`src/rtl/line_serializer.sv`:
```
// Cache line serializer: one 256-bit line in, eight 32-bit words out over valid/ready.
// Define LINE_SERIALIZER_CWF_EN for critical-word-first ordering starting at start_word.
module line_serializer (
  input  logic         clk,
  input  logic         rst,
  input  logic [255:0] line_in,
  input  logic         line_valid,
  output logic         line_ready,
  input  logic [2:0]   start_word,
  output logic [31:0]  word_out,
  output logic         word_valid,
  input  logic         word_ready,
  output logic [2:0]   word_idx,
  output logic         word_last,
  output logic         busy
);

  typedef enum logic [0:0] {
    IDLE = 1'b0,
    SEND = 1'b1
  } state_t;

  state_t      state_q, state_d;
  logic [31:0] buf_q [8];
  logic [31:0] buf_d [8];
  logic [2:0]  cnt_q, cnt_d;
  logic [2:0]  idx_q, idx_d;
  logic [2:0]  start_idx_s;

`ifdef LINE_SERIALIZER_CWF_EN
  assign start_idx_s = start_word;
`else
  logic unused_start_s;
  assign unused_start_s = ^start_word;
  assign start_idx_s    = 3'd0;
`endif

  // Next-state logic: capture on line handshake, advance on word handshake.
  always_comb begin
    state_d = state_q;
    buf_d   = buf_q;
    cnt_d   = cnt_q;
    idx_d   = idx_q;
    case (state_q)
      IDLE: begin
        if (line_valid) begin
          for (int i = 0; i < 8; i++) begin
            buf_d[i] = line_in[i*32 +: 32];
          end
          cnt_d   = 3'd0;
          idx_d   = start_idx_s;
          state_d = SEND;
        end else begin
          state_d = IDLE;
        end
      end
      SEND: begin
        if (word_ready) begin
          if (cnt_q == 3'd7) begin
            state_d = IDLE;
          end else begin
            cnt_d = cnt_q + 3'd1;
            idx_d = idx_q + 3'd1;
          end
        end else begin
          state_d = SEND;
        end
      end
      default: begin
        state_d = IDLE;
      end
    endcase
  end

  // Outputs decode registered state only; line_ready is also held low during reset.
  always_comb begin
    line_ready = 1'b0;
    word_valid = 1'b0;
    word_out   = 32'd0;
    word_idx   = 3'd0;
    word_last  = 1'b0;
    busy       = 1'b0;
    if (state_q == SEND) begin
      word_valid = 1'b1;
      busy       = 1'b1;
      word_out   = buf_q[idx_q];
      word_idx   = idx_q;
      word_last  = (cnt_q == 3'd7);
    end else begin
      line_ready = ~rst;
    end
  end

  // State register with asynchronous reset that discards any partial burst.
  always_ff @(posedge clk or posedge rst) begin
    if (rst) begin
      state_q <= IDLE;
      cnt_q   <= 3'd0;
      idx_q   <= 3'd0;
      for (int i = 0; i < 8; i++) begin
        buf_q[i] <= 32'd0;
      end
    end else begin
      state_q <= state_d;
      cnt_q   <= cnt_d;
      idx_q   <= idx_d;
      for (int i = 0; i < 8; i++) begin
        buf_q[i] <= buf_d[i];
      end
    end
  end

endmodule

```
`config.mk`:
```
export PLATFORM = sky130hd
export DESIGN_NAME = line_serializer
export DESIGN_NICKNAME = d
export VERILOG_FILES = /design/src/rtl/line_serializer.sv
export SDC_FILE = /design/constraint.sdc
export NUM_CORES = 1
export LEC_CHECK = 0
export ABC_AREA = 1
export ABC_CLOCK_PERIOD_IN_PS = 9730
export CORE_MARGIN = 2
export CORE_UTILIZATION = 50
export CTS_CLUSTER_SIZE = 24
export DETAILED_ROUTE_END_ITERATION = 8
export GPL_TIMING_DRIVEN = 1
export PLACE_DENSITY = 0.87
export SLEW_MARGIN = 20
export SYNTH_ARGS = -nofsm -noshare
export SYNTH_HDL_FRONTEND = slang
export SYNTH_SLANG_ARGS = --single-unit
export TNS_END_PERCENT = 50
```
`constraint.sdc`:
```
create_clock -name clk -period 9.73 [get_ports clk]
set_input_delay 1.4595 -clock clk [delete_from_list [all_inputs] [get_ports clk]]
set_output_delay 1.4595 -clock clk [all_outputs]
set_load 0.01 [all_outputs]
```
==> results of run 1 <==
==> cells in the mapped netlist <==
cell type  number  area, sq um
nand2_1       432         1620
inv_1         264          991
dfrtp_1       263         6580
nor2_1        260          976
a21oi_1       258         1290
nand3_1       129          646
buf_2          73          365
buf_4          15          113
clkbuf_1       12         45.0
buf_1           6         22.5
o21ai_0         4         20.0
ha_1            3         37.5
inv_2           2         7.51
nand2_2         1         6.26
nand4_1         1         6.26
xor2_1          1         8.76
==> metrics by stage <==
stage | std cells | area, sq um | util | hold slack [ns] | power [mW]
after global routing | 2308 | 16700 | 0.665 | 0.521 | 5.70
after CTS | 2306 | 16600 | 0.662 | 0.492 | 5.34
after detailed placement | 2256 | 15700 | 0.625 | 0.476 | 4.24
after global placement | 2256 | 15700 | 0.625 | 0.462 | 4.15
final | 2308 | 16700 | 0.665 | 0.499 | 5.33
after floorplan | 1724 | 12700 | - | 0.446 | 3.25
==> critical path: stages, from the launching register on <==
cell	delay, ns
dfrtp_4	0.70
inv_4	0.58
buf_4	0.75
nand2_1	0.13
nand3_1	0.16
nand2_1	0.12
nand2_1	0.08
nand2_1	0.07
clkdlybuf4s50_1	0.54
==> registers in the layout, summed over array words and instances, names as in the netlist <==
register / flops
idx_q: 3
buf_q: 256
cnt_q: 3
state_q: 1
==> metal layers <==
| metal | wire length (microns) | track usage | part of all wire |
|---|---|---|---|
| met1 | 15500 | 0.386 | 0.41 |
| met2 | 18000 | 0.454 | 0.47 |
| met3 | 3150 | 0.0457 | 0.083 |
| met4 | 1430 | 0.0989 | 0.037 |
| met5 | 0 | 0 | 0 |
==> where the power goes <==
group	internal, mW	leakage, nW	switching (mW)
sequential	1.61	2.78	0.174
combinational	0.918	5.39	1.55
clock	0.649	0.467	0.430
==> layout make-up <==
| cell class | instances | area [sq um] | area share |
|---|---|---|---|
| well taps | 330 | 413 | 0.0247 |
| repair buffers | 310 | 3110 | 0.187 |
| flip-flops and latches | 263 | 6590 | 0.395 |
| inverters | 266 | 1010 | 0.0604 |
| multi-input cells | 1089 | 4630 | 0.277 |
| clock inverters | 8 | 93.8 | 0.00562 |
| clock buffers | 42 | 845 | 0.0506 |
==> logic make-up after synthesis <==
family	Yosys count	share of synthesized area
flip-flops	263	0.517
AND/OR/NAND/NOR	823	0.256
XOR/XNOR	1	0.000688
buffers and inverters	372	0.121
AO/OA/AOI/OAI	262	0.103
adder cells (fa/ha/maj)	3	0.00295
==> how the worst min path moves through the flow <==
stage                     slack [ns]    endpoint        from
final                           0.50    cnt_q[2]    cnt_q[2]
after global routing            0.52  buf_q[107]  buf_q[107]
after CTS                       0.49    cnt_q[2]    cnt_q[2]
after detailed placement        0.48    cnt_q[2]    cnt_q[2]
after global placement          0.46    cnt_q[1]    cnt_q[1]
after floorplan                 0.45    cnt_q[1]    cnt_q[1]
==> flow_summary.toml, run 1 <==
[detailed_routing]
wirelength_microns = 38200
drt_iter0_markers = 1233
drtAntennaViolNets = 0
routed_via_density = 5.14
wl_per_cell_microns = 16.5
vias = 11900
dr.pass1.iters = 6
drc = 0

[clock_network]
cts-root-buf = "clkbuf_16"
cts_tree = "done"
clk_latency_ns = 0.54
cts_buffers = 28
cts_hold_buf = 0
cts_resized = 0
cts.sink_count = 263
clockBufferDepth = 3
cts.clk_slew.worst_paths_ns = 0.06
htreeDepth = 1
cts_setup_buffers = 0

[sta]
period_minus_slack_ns = 5.18
setup_ws_ns = 4.55
post-route-period-util = 0.532
rsz0062_at_grt = "no"
clock.fmax_mhz = 193
setup_viol_count_final = 0
maxSlewViolCount = 0
setup-tns-final_ns = 0
slew_headroom = 0.301
hold_viol_final = 0
fin_worst_skew_ns = 0.00965
worst_slew_pin_slew_ns = 1.05

[yosys]
netlist_instances = 1724
synth_area_sq_um = 12700
syn_nets = 1990
ys_types = 16
seq_area_frac_synth = 0.517
yosysWarnings = 0
avgSynthCellArea_sq_um = 7.39
yosys_register_bits = 263

[floorplanning]
rows = 58
die_x_microns = 164
placeableCoreArea_sq_um = 25100
design.die.area_sq_um = 26800
num_io_pins = 302
initial_core_util = 0.507
die_h_microns = 164

[global_route]
track_usage = 0.281
grt_pass1_wl_microns = 58600
grt_max_degree = 194
antenna_found_initial = 0
grt_remaining_overflow = 0
grt_pass1_vias = 11300

[final_layout]
area_growth_pct = 31.0
final_layout_size_suffix_gt1_frac = 0.0324
final_cell_mix = "nand2_1, clkdlybuf4s50_1, inv_1"
n_fill_cell = 2048
fin_nets = 2224
antenna_cells = 0
final_common_cell = "nand2_1"

[run_status]
status = "finished clean"

[pwr]
power.density_nw_per_um2 = 319
p_leak_nw = 8.63
irDropWorstVdd_uv = 181

[worst_setup_path]
start_kind = "flip-flop"
regToRegSetupSlack_ns = 6.70
endpoint_kind = "output pin"
path_max_fanout = 69
r2r-end = "buf_q[0]"
endpoint = "word_out[22]"
cp-startpoint = "idx_q[0]"
critical_path_arrival_ns = 3.72
cp.required_ns = 8.27
path_class = "flip-flop to output pin"
r2r-start = "state_q"
reg2regPathDepth = 5

[placement]
place_hpwl_microns = 25800
pre_cts_slack_ns = 5.15
place.gp.congestion = 0.935
io_buffers = 298

[worst_hold_path]
holdPathStages = 2
hp-class = "flip-flop to flip-flop"

[job]
maxCapViolCount = 0
(Power assumes the default switching activity.)
==> run 2, diff against run 1 <==
- ABC_CLOCK_PERIOD_IN_PS: 9730 -> 4250
- CORE_UTILIZATION: 50 -> 46
- PLACE_DENSITY: 0.87 -> 0.85
- clock period: 9.73 -> 4.25 ns (I/O delays scaled with it)
==> run 2 against run 1 <==
Against the previous run:
- sequential cell count is the same
- routed wire length grew 3.2%
- critical endpoint is now word_out[2]
- core utilization shrank 3.9 points
- critical path depth shrank 2
==> flow_summary.toml, run 2 (synthesis results as in run 1) <==
[clock_network]
cts.clk_slew.worst_paths_ns = 0.06
cts_hold_buf = 0
cts_resized = 0
cts_tree = "done"
clk_latency_ns = 0.54
htreeDepth = 1
cts_buffers = 28
cts.sink_count = 263
cts-root-buf = "clkbuf_16"
clockBufferDepth = 3
cts_setup_buffers = 0

[worst_setup_path]
regToRegSetupSlack_ns = 1.95
critical_path_arrival_ns = 3.14
crit_path_frequent_cell = "nand2_1"
endpoint_kind = "output pin"
path_max_fanout = 43
path_cells = "buf_4, nand3_1, nand2_1, nand2_1, nand2_1, clkdlybuf4s50_1"
path_class = "flip-flop to output pin"
r2r-start = "state_q"
reg2regPathDepth = 5
slowest_delay_ns = 0.76
start_kind = "flip-flop"
r2r-end = "buf_q[215]"
cp.required_ns = 3.61
cp_slowest_cell = "dfrtp_2"

[detailed_routing]
drtAntennaViolNets = 0
wl_per_cell_microns = 16.7
routed_via_density = 5.10
dr.pass1.iters = 5
wirelength_microns = 39400
vias = 12000
drc = 0
drt_iter0_markers = 1265

[sta]
clock.fmax_mhz = 265
maxSlewViolCount = 0
worst_slew_pin_slew_ns = 0.947
holdWs_ns = 0.437
rsz0062_at_grt = "no"
post-route-period-util = 0.889
setup_viol_count_final = 0
slew_headroom = 0.369
fin_worst_skew_ns = 0.00800
hold_viol_final = 0
period_minus_slack_ns = 3.78
setup-tns-final_ns = 0

[pwr]
power.density_nw_per_um2 = 741
irDropWorstVdd_uv = 482
total_power_mw = 12.6
p_leak_nw = 8.73

[worst_hold_path]
hp-class = "primary input to asynchronous set/reset pin"

[floorplanning]
initial_core_util = 0.470
design.die.area_sq_um = 29000
die_h_microns = 170
rows = 60
placeableCoreArea_sq_um = 27100
num_io_pins = 302
die_x_microns = 170

[global_route]
track_usage = 0.266
grt_max_degree = 158
grt_remaining_overflow = 0
grt_pass1_wl_microns = 59900
grt_pass1_vias = 11400
antenna_found_initial = 2

[final_layout]
largestRegisters = "buf_q: 256 flops, cnt_q: 3 flops, idx_q: 3 flops"
largest_reg_flops = 256
final_cell_mix = "nand2_1, clkdlybuf4s50_1, inv_1"
final_common_cell = "nand2_1"
final_layout_size_suffix_gt1_frac = 0.0378
fin_area_sq_um = 17000
instances_no_fill = 2358
top_register = "buf_q"
fin_nets = 2231
n_fill_cell = 2266
area_growth_pct = 33.1

[placement]
io_buffers = 298
place_hpwl_microns = 27500
placed_cells = 2307
place_area_sq_um = 15900
place.gp.congestion = 0.865

[job]
maxCapViolCount = 0

[run_status]
status = "finished clean"
[run 2: power breakdown]
group	internal [mW]	leakage (nW)	total, mW	switching, mW
sequential	3.68	2.78	4.06	0.384
clock	1.70	0.511	2.72	1.01
combinational	2.17	5.44	5.80	3.63
total	7.55	8.73	12.6	5.03
[run 2: layer usage]
metal | up-vias | track usage | share of wire
li1 | 5715 | - | -
met1 | 5618 | 0.350 | 0.40
met2 | 597 | 0.441 | 0.47
met3 | 90 | 0.0453 | 0.087
met4 | 2 | 0.103 | 0.039
met5 | - | 0 | 0.00030
[run 2: worst max path at each step]
stage,startpoint,to,cells after the start
2_1_floorplan,rst,buf_q[0],1
3_3_place_gp,idx_q[1],word_out[2],6
3_5_place_dp,idx_q[1],word_out[2],6
4_1_cts,idx_q[1],word_out[2],6
5_1_grt,idx_q[1],word_out[2],6
6_report,idx_q[1],word_out[2],6
[run 2: final cells by class]
type	count	area (sq um)	share of cell area
Clock inverter	13	218	0.0128
Timing Repair Buffer	317	3240	0.191
Multi-Input combinational cell	1089	4630	0.273
Sequential cell	263	6590	0.388
Inverter	266	1000	0.0592
Tap cell	372	465	0.0274
Antenna cell	1	2.50	0.000148
Clock buffer	37	816	0.0481
[run 2: through the flow]
step | setup WS (ns) | utilization
after global placement | 1.06 | 0.588
after detailed placement | 1.08 | 0.588
after CTS | 0.470 | 0.626
after floorplan | 0.143 | -
final | 0.473 | 0.626
after global routing | 0.377 | 0.626
[run 2: critical path, delay by kind of cell (launching register included)]
kind / cells / cell delay [ns]
simple gates: 4 / 0.68
flops: 1 / 0.76
buf+inv: 2 / 1.14
